--- src/rtl/ex_operand_stage.sv ---
// ex_operand_stage: ID/EX pipeline register with RAW forwarding from EX/MEM and
//   load-use hazard detection that inserts a single bubble.
// Latency: one cycle ID->EX; stall_out is combinational in the same cycle.
// Backpressure: hold freezes every register; stall_out asks IF/ID to re-present.
// Ports: clk/reset; id_* instruction fields from ID; flush/hold pipeline control;
//   ex_result and mem_* forwarding sources; ex_* registered operands to the ALU;
//   stall_out hazard request; stall_count saturating count of load-use bubbles.
module ex_operand_stage #(
  parameter int W     = 32,
  parameter int CNT_W = 16
) (
  input  logic             clk,
  input  logic             reset,
  input  logic             id_valid,
  input  logic [3:0]       id_ctrl,
  input  logic [4:0]       id_rs,
  input  logic [4:0]       id_rt,
  input  logic [W-1:0]     id_rs_val,
  input  logic [W-1:0]     id_rt_val,
  input  logic [W-1:0]     id_imm,
  input  logic             id_use_imm,
  input  logic             id_shift_imm,
  input  logic [4:0]       id_shamt,
  input  logic [4:0]       id_dst,
  input  logic             id_wen,
  input  logic             id_is_load,
  input  logic             flush,
  input  logic             hold,
  input  logic [W-1:0]     ex_result,
  input  logic             mem_wen,
  input  logic [4:0]       mem_dst,
  input  logic [W-1:0]     mem_result,
  output logic             stall_out,
  output logic             ex_valid,
  output logic [3:0]       ex_ctrl,
  output logic [W-1:0]     ex_op1,
  output logic [W-1:0]     ex_op2,
  output logic [4:0]       ex_dst,
  output logic             ex_wen,
  output logic             ex_is_load,
  output logic [W-1:0]     ex_store_data,
  output logic [CNT_W-1:0] stall_count
);

  logic             valid_q, valid_d;
  logic [3:0]       ctrl_q, ctrl_d;
  logic [W-1:0]     op1_q, op1_d;
  logic [W-1:0]     op2_q, op2_d;
  logic [4:0]       dst_q, dst_d;
  logic             wen_q, wen_d;
  logic             load_q, load_d;
  logic [W-1:0]     sd_q, sd_d;
  logic [CNT_W-1:0] cnt_q, cnt_d;

  logic [W-1:0]     fwd_rs, fwd_rt;

  // A load in EX has no result yet, so it is never an EX forwarding source;
  // that case is covered by the load-use stall instead.
  always_comb begin
    fwd_rs = id_rs_val;
    if (id_rs != 5'd0 && valid_q && wen_q && dst_q == id_rs && !load_q)
      fwd_rs = ex_result;
    else if (id_rs != 5'd0 && mem_wen && mem_dst == id_rs)
      fwd_rs = mem_result;
  end

  always_comb begin
    fwd_rt = id_rt_val;
    if (id_rt != 5'd0 && valid_q && wen_q && dst_q == id_rt && !load_q)
      fwd_rt = ex_result;
    else if (id_rt != 5'd0 && mem_wen && mem_dst == id_rt)
      fwd_rt = mem_result;
  end

  // Both source indices are compared even when the instruction ignores one.
  assign stall_out = id_valid && valid_q && load_q && wen_q && (dst_q != 5'd0) &&
                     (dst_q == id_rs || dst_q == id_rt) && !hold;

  always_comb begin
    valid_d = valid_q;
    ctrl_d  = ctrl_q;
    op1_d   = op1_q;
    op2_d   = op2_q;
    dst_d   = dst_q;
    wen_d   = wen_q;
    load_d  = load_q;
    sd_d    = sd_q;
    cnt_d   = cnt_q;
    if (!hold) begin
      // Bubble unless a real instruction is captured below.
      valid_d = 1'b0;
      ctrl_d  = 4'd0;
      op1_d   = '0;
      op2_d   = '0;
      dst_d   = 5'd0;
      wen_d   = 1'b0;
      load_d  = 1'b0;
      sd_d    = '0;
      if (flush) begin
        cnt_d = cnt_q;
      end else if (stall_out) begin
        if (cnt_q != {CNT_W{1'b1}})
          cnt_d = cnt_q + {{(CNT_W-1){1'b0}}, 1'b1};
      end else if (id_valid) begin
        valid_d = 1'b1;
        ctrl_d  = id_ctrl;
        dst_d   = id_dst;
        wen_d   = id_wen;
        load_d  = id_is_load;
        sd_d    = fwd_rt;
        if (id_shift_imm) begin
          op1_d = fwd_rt;
          op2_d = {{(W-5){1'b0}}, id_shamt};
        end else begin
          op1_d = fwd_rs;
          op2_d = id_use_imm ? id_imm : fwd_rt;
        end
      end
    end
  end

  always_ff @(posedge clk) begin
    if (reset) begin
      valid_q <= 1'b0;
      ctrl_q  <= 4'd0;
      op1_q   <= '0;
      op2_q   <= '0;
      dst_q   <= 5'd0;
      wen_q   <= 1'b0;
      load_q  <= 1'b0;
      sd_q    <= '0;
      cnt_q   <= '0;
    end else begin
      valid_q <= valid_d;
      ctrl_q  <= ctrl_d;
      op1_q   <= op1_d;
      op2_q   <= op2_d;
      dst_q   <= dst_d;
      wen_q   <= wen_d;
      load_q  <= load_d;
      sd_q    <= sd_d;
      cnt_q   <= cnt_d;
    end
  end

  assign ex_valid      = valid_q;
  assign ex_ctrl       = ctrl_q;
  assign ex_op1        = op1_q;
  assign ex_op2        = op2_q;
  assign ex_dst        = dst_q;
  assign ex_wen        = wen_q;
  assign ex_is_load    = load_q;
  assign ex_store_data = sd_q;
  assign stall_count   = cnt_q;

endmodule

--- config.mk ---
export PLATFORM = sky130hd
export DESIGN_NAME = ex_operand_stage
export DESIGN_NICKNAME = d
export VERILOG_FILES = /design/src/rtl/ex_operand_stage.sv
export SDC_FILE = /design/constraint.sdc
export NUM_CORES = 1
export LEC_CHECK = 0
export BUFFER_PORTS_ARGS = -buffer_cell sky130_fd_sc_hd__buf_2
export CAP_MARGIN = 20
export CORE_AREA = 2 2 124 126
export DETAILED_ROUTE_END_ITERATION = 8
export DIE_AREA = 0 0 126 128
export GPL_TIMING_DRIVEN = 0
export PLACE_DENSITY = 0.82
export RECOVER_POWER = 100
export SLEW_MARGIN = 25
export SYNTH_ARGS = -nofsm -noshare
export SYNTH_HDL_FRONTEND = slang
export SYNTH_SLANG_ARGS = --single-unit
--- constraint.sdc ---
create_clock -name clk -period 4 [get_ports clk]
set_clock_uncertainty 0.05 [all_clocks]
set_input_delay 0.8 -clock clk [delete_from_list [all_inputs] [get_ports clk]]
set_output_delay 0.8 -clock clk [all_outputs]
set_load 0.02 [all_outputs]
==> impl_metrics.json <==
{
  "outcome": "finished, final reports clean",
  "start_util_pct": 47.9,
  "globalplace.congestion": 0.913,
  "syn_area_sq_um": 7120,
  "drt-initial-drc-count": 1007,
  "cp.required_ps": 3150,
  "syn2layout_area_growth_pct": 32.5,
  "power.leakage_nw": 3.92,
  "clock.fmax_mhz": 287,
  "clock-sinks": 124,
  "most-common-layout-cells": "205 x buf_2, 190 x clkbuf_1, 124 x dfxtp_1, 97 x o21ai_0, 82 x nand2_1",
  "die_w_um": 126,
  "critPathArrivalTime_ps": 2630,
  "hold_class": "flop to flop",
  "drtPass1Iterations": 5,
  "maxCapViolations": 0,
  "endpoint_kind": "primary output",
  "worst_pin_slew_ps": 986,
  "drive_gt1_share_pct": 21.4,
  "yosys_warnings": 0,
  "clk_latency_ps": 430,
  "vdd_ir_drop_max_uv": 267,
  "io_buffer_count": 322,
  "drv_slew": 0,
  "cts_buffers": 17,
  "fillers": 1452,
  "seq_area_sq_um": 2480,
  "startpoint_type": "input pin",
  "min_period_ps": 3480,
  "cts_tree": "done",
  "hpwl_um": 23200,
  "grt_pass1_vias": 8248,
  "clockBufferDepth": 2,
  "drc_errors": 0,
  "dieArea_sq_um": 16100,
  "fin_crit_sh_pct": 87.0,
  "grt_first_pass_wirelength_um": 45700,
  "setup_viol": 0,
  "power.density_nw_per_um2": 376,
  "relSlewSlack_pct": 34.3,
  "critical_path_class": "input pin to primary output",
  "crit_fanout": 7,
  "hold_violations": 0,
  "synth.avg_cell_area_sq_um": 8.03,
  "ys_seq_area_share_pct": 34.9,
  "ys_ff_latch": 124,
  "grt_max_degree": 17,
  "finalNonFillerCells": 1432,
  "grt.overflow.total": 0,
  "cts_root_buffer": "clkbuf_16",
  "cts_resized": 0,
  "wirelength_um": 30800,
  "final_common_cell": "buf_2",
  "placed_cells": 1397,
  "hold_ws_ps": 398,
  "htree_levels": 4,
  "rsz0062_at_grt": "no",
  "syn-num-nets": 1087,
  "viasPerCell": 6.17,
  "track_usage_pct": 36.5,
  "ios": 324,
  "multi_input_area_sq_um": 4010,
  "postCtsSetupBuffers": 0,
  "final_nets": 1428,
  "fin_ws_ps": 521,
  "die_h_um": 128,
  "clk_pin_slew_worst_paths_ps": 60,
  "antenna_found_initial": 5,
  "num_vias": 8835,
  "yosys.cell_types.count": 48,
  "post-place-ws_ps": 622,
  "post_drt_wl_per_cell_um": 21.5,
  "postRouteAntennaNets": 0,
  "postCtsHoldBufs": 0,
  "core_sq_um": 14900,
  "fin_setup_tns_ps": 0,
  "num_rows": 45,
  "total_power_mw": 3.55,
  "synthCells": 887
}
==> registers in the layout, indices dropped and copies added (netlist names) <==
name           flops
ex_dst             5
ex_op2            32
ex_op1            32
ex_is_load         1
stall_count       16
ex_valid           1
ex_ctrl            4
ex_wen             1
ex_store_data     32
==> cell usage after synthesis, drive strengths merged <==
master	count	area (sq um)
nor2	23	88.8
a22oi	39	293
nor4b	1	23.8
xor2	5	43.8
nor3	3	15.0
dfxtp	124	2480
xnor2	18	158
clkbuf	58	219
a21oi	51	259
o21ai	115	579
o22ai	1	12.5
or4	4	33.8
and3	1	6.26
or2	1	6.26
a211o	28	245
a211oi	6	50.1
or3	45	282
nor4	32	200
nand2	82	308
nand4	8	56.3
a2bb2oi	4	35.0
mux2i	28	280
nand4b	1	8.76
ha	1	12.5
nor2b	2	12.5
nand2b	2	12.5
a22o	32	280
o211ai	1	21.3
buf	23	135
and3b	1	8.76
a31oi	33	313
inv	66	248
o21bai	4	30.0
nand3	6	30.0
o31a	37	324
and2	1	6.26
==> power breakdown <==
group / switching (mW) / internal, mW / leakage (nW)
sequential: 0.0167 / 1.26 / 1.00
clock: 0.625 / 1.11 / 0.307
combinational: 0.334 / 0.207 / 2.61
total: 0.975 / 2.58 / 3.92
==> per-layer routing <==
metal / share of wire [%] / vias to the layer above / global-route usage [%]
li1: - / 3971 / -
met4: 4.7 / 4 / 16.6
met3: 9.9 / 117 / 7.97
met5: 0.078 / - / 0
met2: 47 / 632 / 61.4
met1: 38 / 4111 / 45.0
==> logic make-up after synthesis <==
group / synth area share, %
AOI/OAI and AO/OA: 34.3
xor gates and xnor gates: 2.83
adders and majority gates: 0.176
muxes: 3.94
DFF: 34.9
buffers and inverters: 8.45
and+or+nand+nor: 15.4
==> worst max-delay path, cell delays in order <==
cell and delay (ps):
buf_2 170, xnor2_1 140, nand4_1 520, o22ai_1 630
and2_0 210, buf_2 170
==> cell type report <==
cell class | count | area share, %
plain buffers | 81 | 3.66
diodes | 3 | 0.0796
flip-flops and latches | 124 | 26.3
inverters | 66 | 2.63
clock buffers | 18 | 4.55
repair buffers | 322 | 15.4
well taps | 188 | 2.49
multi-input cells | 616 | 42.5
clock inverters | 14 | 2.31
==> path summary, 6_finish.rpt <==
check,startpoint,to,slack [ps],cells after the start
max,id_rt[0],stall_out,520,6
min,ex_op2[30],ex_op2[30],400,2
max reg2reg,ex_dst[4],ex_store_data[3],610,6
min reg2reg,ex_op2[30],ex_op2[30],400,2
==> through the flow <==
stage / utilization (%) / cell area [sq um]
after floorplan: - / 7120
after global placement: 60.3 / 8970
after detailed placement: 60.3 / 8970
after CTS: 64.7 / 9610
after global routing: 63.5 / 9430
final: 63.5 / 9430
Note: power is estimated with default switching activity, not from simulation.
